<file path="config.mk">
export PLATFORM = sky130hd
export DESIGN_NAME = rom_copy_ctrl
export DESIGN_NICKNAME = d
export VERILOG_FILES = /design/src/rtl/rom_copy_ctrl_pkg.sv /design/src/rtl/rom_copy_ctrl_valid_delay.sv /design/src/rtl/rom_copy_ctrl.sv
export SDC_FILE = /design/constraint.sdc
export NUM_CORES = 1
export LEC_CHECK = 0
export ABC_AREA = 0
export CAP_MARGIN = 0
export CORE_UTILIZATION = 52
export CTS_BUF_LIST = sky130_fd_sc_hd__clkbuf_8
export DETAILED_ROUTE_END_ITERATION = 10
export PLACE_DENSITY_LB_ADDON = 0.12
export SKIP_LAST_GASP = 1
export SYNTH_ARGS = -nofsm -noshare
export SYNTH_HDL_FRONTEND = slang
export SYNTH_HIERARCHICAL = 1
export SYNTH_SLANG_ARGS = --single-unit
</file>
<file path="constraint.sdc">
create_clock -name clk -period 2.2 [get_ports clk]
set_input_delay 0.55 -clock clk [delete_from_list [all_inputs] [get_ports clk]]
set_output_delay 0.55 -clock clk [all_outputs]
set_load 0.03 [all_outputs]
</file>
<file path="src/rtl/rom_copy_ctrl_pkg.sv">
// Shared types and default geometry for the ROM-to-RAM copy path.
package rom_copy_ctrl_pkg;

  typedef enum logic [2:0] {
    S_IDLE,
    S_FETCH,
    S_WRITE,
    S_READ,
    S_DRAIN,
    S_DONE
  } copy_state_t;

  localparam int DEF_ADDR_W    = 8;
  localparam int DEF_DATA_W    = 4;
  localparam int DEF_LAST_ADDR = 15;
  localparam int DEF_RD_LAT    = 1;

endpackage

</file>
<file path="src/rtl/rom_copy_ctrl_valid_delay.sv">
// Fixed-depth 1-bit shift line that tracks which read cycles return data.
module valid_delay #(
  parameter int STAGES = 1
) (
  input  logic clk,
  input  logic clr_n,
  input  logic d,
  output logic q
);

  logic [STAGES-1:0] line;

  always_ff @(posedge clk) begin
    if (!clr_n) begin
      line <= '0;
    end else begin
      line[0] <= d;
      for (int i = 1; i < STAGES; i++) begin
        line[i] <= line[i-1];
      end
    end
  end

  assign q = line[STAGES-1];

endmodule

</file>
<file path="src/rtl/rom_copy_ctrl.sv">
// Copy sequencer: fetch/write every address, then read back and checksum.
module rom_copy_ctrl
  import rom_copy_ctrl_pkg::*;
#(
  parameter int ADDR_W    = DEF_ADDR_W,
  parameter int DATA_W    = DEF_DATA_W,
  parameter int LAST_ADDR = DEF_LAST_ADDR,
  parameter int RD_LAT    = DEF_RD_LAT
) (
  input  logic                     clk,
  input  logic                     rst_n,
  input  logic                     start,
  output logic [ADDR_W-1:0]        addr,
  output logic                     we,
  input  logic [DATA_W-1:0]        q_in,
  output logic                     busy,
  output logic                     done,
  output logic                     rd_valid,
  output logic [ADDR_W+DATA_W-1:0] sum
);

  localparam int CW = (RD_LAT > 1) ? $clog2(RD_LAT) : 1;
  localparam logic [ADDR_W-1:0] LAST = ADDR_W'(LAST_ADDR);

  copy_state_t   state;
  logic [CW-1:0] drain_cnt;
  logic          rd_issue;

  assign rd_issue = (state == S_READ);

  valid_delay #(.STAGES(RD_LAT)) u_valid_delay (
    .clk   (clk),
    .clr_n (rst_n),
    .d     (rd_issue),
    .q     (rd_valid)
  );

  always_ff @(posedge clk) begin
    if (!rst_n) begin
      state     <= S_IDLE;
      addr      <= '0;
      we        <= 1'b0;
      busy      <= 1'b0;
      done      <= 1'b0;
      sum       <= '0;
      drain_cnt <= '0;
    end else begin
      done <= 1'b0;
      if (rd_valid) begin
        sum <= sum + {{ADDR_W{1'b0}}, q_in};
      end
      case (state)
        S_IDLE: begin
          if (start) begin
            state <= S_FETCH;
            addr  <= '0;
            we    <= 1'b0;
            busy  <= 1'b1;
            sum   <= '0;
          end
        end
        S_FETCH: begin
          state <= S_WRITE;
          we    <= 1'b1;
        end
        S_WRITE: begin
          we <= 1'b0;
          if (addr == LAST) begin
            state <= S_READ;
            addr  <= '0;
          end else begin
            state <= S_FETCH;
            addr  <= addr + 1'b1;
          end
        end
        S_READ: begin
          // addr parks on LAST through the drain window
          if (addr == LAST) begin
            state     <= S_DRAIN;
            drain_cnt <= CW'(RD_LAT - 1);
          end else begin
            addr <= addr + 1'b1;
          end
        end
        S_DRAIN: begin
          if (drain_cnt == '0) begin
            state <= S_DONE;
            busy  <= 1'b0;
            done  <= 1'b1;
            addr  <= '0;
          end else begin
            drain_cnt <= drain_cnt - 1'b1;
          end
        end
        S_DONE: begin
          state <= S_IDLE;
        end
        default: begin
          state <= S_IDLE;
          addr  <= '0;
          we    <= 1'b0;
          busy  <= 1'b0;
        end
      endcase
    end
  end

endmodule
</file>
Word-level counts from Yosys, hierarchy flattened
Cells that the tools add are included.
Operators by class
  add/subtract/negate cells: 3
  multiply operators: 0
  div/mod/pow operators: 0
  magnitude comparators: 0
  equality and inequality tests: 10
  shift-type cells: 0
  mux-type cells: 22
  bitwise gates (word level): 3
  reductions and logical operators: 11
Operators with widths (count)
  8-bit one-hot mux with 5 select lines: 1
  12-bit two-way mux: 3
  8-bit two-way mux: 4
  3-bit one-hot mux with 5 select lines: 1
  12-bit by 4-bit adder with 12-bit output: 1
  3-bit two-way mux: 3
  8-bit by 1-bit adder with 8-bit output (second input constant): 1
  8-bit by 4-bit == test with 1-bit output (second input constant): 1
  2-bit != test (second input constant): 4
  3-bit by 2-bit == test with 1-bit output (second input constant): 2
  3-bit == test (second input constant): 2
  1-bit two-way mux: 6
  1-bit one-hot mux with 3 select lines: 2
  2-bit AND reduction: 3
  3-bit AND reduction: 2
  4-bit AND reduction: 1
  4-bit OR reduction: 1
  3-bit by 1-bit == test with 1-bit output (second input constant): 1
  3-bit zero test: 1
  1-bit inverter: 3
  3-bit OR reduction: 1
  2-bit two-way mux: 1
  1-bit one-hot mux with 2 select lines: 1
  2-bit nonzero test: 1
  other kinds (2): 2
Storage, ports and cells
  register bits after elaboration: 28
  bits in latches: 0
  RAM bits: 0
  memory bits (read-only): 0
  input bits: 7
  output and inout port bits: 24
  logic and storage cells: 57
  memories: 0

Depth between registers and ports, before layout
  depth after elaboration: 4
  gate-level depth with buffers: 6
  gate-level depth less buffers: 6

By module
The synthesis kept the hierarchy.
By module, submodules not included
  rom_copy_ctrl: instances 1, cells an instance 161, area an instance 1393.8 um^2, sequential area each 520.5 um^2
  valid_delay: instances 1, cells an instance 2, area an instance 26.3 um^2, sequential area each 20.0 um^2

Worst setup path before layout
Ideal clock, no wire load.
  kind: in2reg
  from: input port q_in[0]
  to: register sum[4]
  setup time: 0.122 ns
  data arrival time: 1.816 ns
  data required time: 2.078 ns
  path slack: 0.262 ns
  cell stages on the path: 6
  buffers on the path: 0
  cell sequence: ha_1 fa_1 a21o_1 a21oi_1 or3_1 a21oi_1
On the way
  word-level cells in the longest chain between the ends: 4
RTL lines
  from (decl): RTL line rom_copy_ctrl.sv:15  | input logic [DATA_W-1:0] q_in,
  12-bit by 4-bit adder with 12-bit output (*): RTL line rom_copy_ctrl.sv:50  | sum <= sum + {{ADDR_W{1'b0}}, q_in};
  12-bit two-way mux (*): RTL line rom_copy_ctrl.sv:49  | if (rd_valid) begin
  12-bit two-way mux: RTL line rom_copy_ctrl.sv:54  | if (start) begin
  12-bit two-way mux (*): RTL line rom_copy_ctrl.sv:52  | case (state)
  to (signal assigned): RTL line rom_copy_ctrl.sv:50
  to (decl): RTL line rom_copy_ctrl.sv:19  | output logic [ADDR_W+DATA_W-1:0] sum
Every way passes the cells marked *; elsewhere a longest branch is shown, timed or not.
A chain may end at the register's enable or synchronous reset.

Final worst setup path
Same ends and word-level chain as after synthesis.

==> results.md <==
* Global route total overflow at 0
* Clock tree from TritonCTS: done
* Clock insertion delay at the later pin of the skew report at roughly 0.28 ns
* Total power density per cell area at between 400 and 500 nW/um^2
* Post-synthesis register bit count at 27
* Reg area at about 540 sq um
* Multi-input logic area at approximately 820 sq um
* Final-report setup violation count at 0
* Residual DRC at 0
* Kind of end point of the critical path: flop
* Share of post-route cells with drive strength above 1 at 0.118
* Worst Slack Setup Final at 0.0949 ns
* Maximum number of pins on one net before global-route repair at 17
* Summed area of non-filler cells in the final layout at about 1900 sq um
* Transition time at the pin with the least slew margin at around 0.46 ns
* Required time of the critical path at approximately 2.4 ns
* Cts bufs inserted at 3
* Global-route wire length before repair at around 5000 um
* Height of the die at roughly 54 um
* Data arrival time of the critical path at ~2.3 ns
* Via count of the first global-routing pass at about 1200
* Depth of the CTS H-tree at 1
* RePlAce Congestion at ~0.83
* Syn Inst Count at 163
* Final critical delay including setup and external delays at approximately 2.1 ns
* Wirelength, routed at 3150 um
* Worst clock skew on the final layout at 0.0118 ns
* Die span in x at between 50 and 60 um
* Static leakage at 0.680 nW
* First-pass iteration count of the detailed router at 4
* Routed length per instance at about 14 um
* Hold-fix buffer count after cts at 0
* Number of sinks driven by the clock tree at 27
* Antenna violations before repair at 0
* Status: finished clean
* Startpoint-to-endpoint class of the critical path: in -> reg
* Count of final max-slew check failures at 0
* Placement Cell Area at 1810 sq um
* Starting Density at 0.563
* Vias per cell at between 5 and 6
* Cell at the root of the clock tree: clkbuf_8
* Pre-CTS worst setup slack at -0.167 ns
* Category of the worst setup path launch point: input port
* Post-synthesis async set-or-reset flop share at 0
* Post-detailed-route count of antenna-violating nets at 0
* Sequential fraction of the synthesis area at 0.381
* Area growth, synth to finish at 31.2%
* Global router's overall resource usage at 0.238
* Antenna Cells at 0
* Synth Area per Inst at 8.71 sq um
* Path category of the worst min-delay check: reg -> reg
* VDD IR-drop max at 0.447 mV
* Top fanout value on the critical path at 8
* Core Footprint at approximately 2500 sq um
* Number of buffers inserted by post-CTS setup repair at 0
* Number of nets in the layout at 217
* Row cnt at 18
* Initial detailed-routing violation count at 22
* Count of vias placed by the detailed router at between 1000 and 1500
* Longest Clk Path Bufs at 2
* Placed wire-length estimate after detailed placement at 2370 um
* Syn_nets at roughly 180
* Post-CTS sizing at 0
* Hold violation count in the final report at 0
* Number of enable-type register cells in the synthesized netlist at 0
* Synthesis Warnings at 6
* Max-capacitance violation count at 0
* Die Outline Area at approximately 2900 sq um
* Share of the cycle needed by the critical path after routing at 0.957
* Setup repair after global routing missed its margin: false
* Reg clk slew, reported paths at roughly 0.10 ns
* Yosys cell types at 45
* I/O pins at 31
* Total standard cell area after synthesis at 1420 sq um
* Count of filler cells inserted in the layout at roughly 200
* Upper clock frequency limit at 475 MHz
* Main synth FF type: dfxtp_1
* Number of port buffers at 30
* Max-Slew Margin vs Limit at 0.696
## critical path, stage by stage
cell,delay (ns)
clkdlybuf4s50_1,0.40
ha_1,0.23
fa_1,0.42
a21o_1,0.20
a21oi_1,0.14
buf_4,0.15
o21ai_0,0.08
a21oi_1,0.13
## kinds of logic (layout without fill, tap and decap cells)
| group | Yosys count | count (layout) | share of synthesized area |
|---|---|---|---|
| fa+ha+maj | 6 | 6 | 0.0582 |
| buf+inv | 12 | 52 | 0.0396 |
| simple gates | 61 | 61 | 0.243 |
| flops | 27 | 27 | 0.381 |
| mux | 2 | 2 | 0.0141 |
| compound gates | 49 | 49 | 0.227 |
| xor+xnor | 6 | 6 | 0.0370 |
## cell type report
type | instances | area share
inverter | 6 | 0.0121
tap | 30 | 0.0201
clock buffer | 3 | 0.0222
multi-input combinational | 124 | 0.442
sequential | 27 | 0.290
clock inverter | 1 | 0.00403
timing repair buffer | 42 | 0.210
## registers in the layout (all words and copies together) (netlist names)
register and cells:
sum 12, addr 8, state 3, busy 1, done 1, u_valid_delay/q 1, we 1
## power breakdown
group          internal (mW)  switching [mW]
clock network          0.129           0.163
registers              0.495          0.0110
logic                 0.0475          0.0556
## path summary, 6_finish.rpt
kind	start	cells past startpoint	to	slack (ns)
worst max-delay path	q_in[0]	8	sum[4]	0.09
worst min-delay path	sum[11]	2	sum[11]	0.49
worst max register to register	state[1]	4	addr[2]	0.43
worst min register to register	sum[11]	2	sum[11]	0.49
## stage by stage
stage / power, mW / util / hold slack (ns) / std cells / setup TNS [ns]
after floorplan: 0.579 / - / 0.569 / 163 / 0
after global placement: 0.618 / 0.719 / 0.467 / 229 / -0.479
after detailed placement: 0.620 / 0.719 / 0.470 / 229 / -0.943
after CTS: 0.911 / 0.739 / 0.489 / 233 / 0
after global routing: 0.936 / 0.739 / 0.506 / 233 / 0
final: 0.901 / 0.739 / 0.486 / 233 / 0
## layer usage
layer  global-route usage  share of wire  wire [um]
met5                    0              0          0
met4                0.124          0.016         49
met3               0.0250          0.039        123
met2                0.437           0.51       1590
met1                0.268           0.44       1390
## cell usage after synthesis (all sizes together), types with 3 or more instances
library cell	count	area, sq um
dfxtp	27	541
o2111ai	3	26.3
nor2	17	63.8
nor3	3	15.0
a21oi	17	85.1
xor2	4	35.0
or3	10	67.6
a31oi	3	18.8
inv	6	22.5
o211ai	3	22.5
buf	4	26.3
nand2b	3	18.8
nand3	4	20.0
o21ai	11	55.1
and3	3	18.8
ha	5	62.6
nand2	11	41.3
## cell usage in the layout (no fill, tap or decap), drive strengths merged, types with 2 or more instances in the layout
cell type,netlist,final
clkdlybuf4s50,0,30
dfxtp,27,27
nor2,17,17
a21oi,17,17
buf,4,12
nand2,11,11
o21ai,11,11
or3,10,10
inv,6,6
ha,5,5
xor2,4,4
nand3,4,4
nand2b,3,3
nor3,3,3
and3,3,3
o2111ai,3,3
a31oi,3,3
o211ai,3,3
clkbuf,2,3
xnor2,2,2
nand4,2,2
a21o,2,2
mux2i,2,2
and4,2,2
Power figures use the tool's default switching activity.
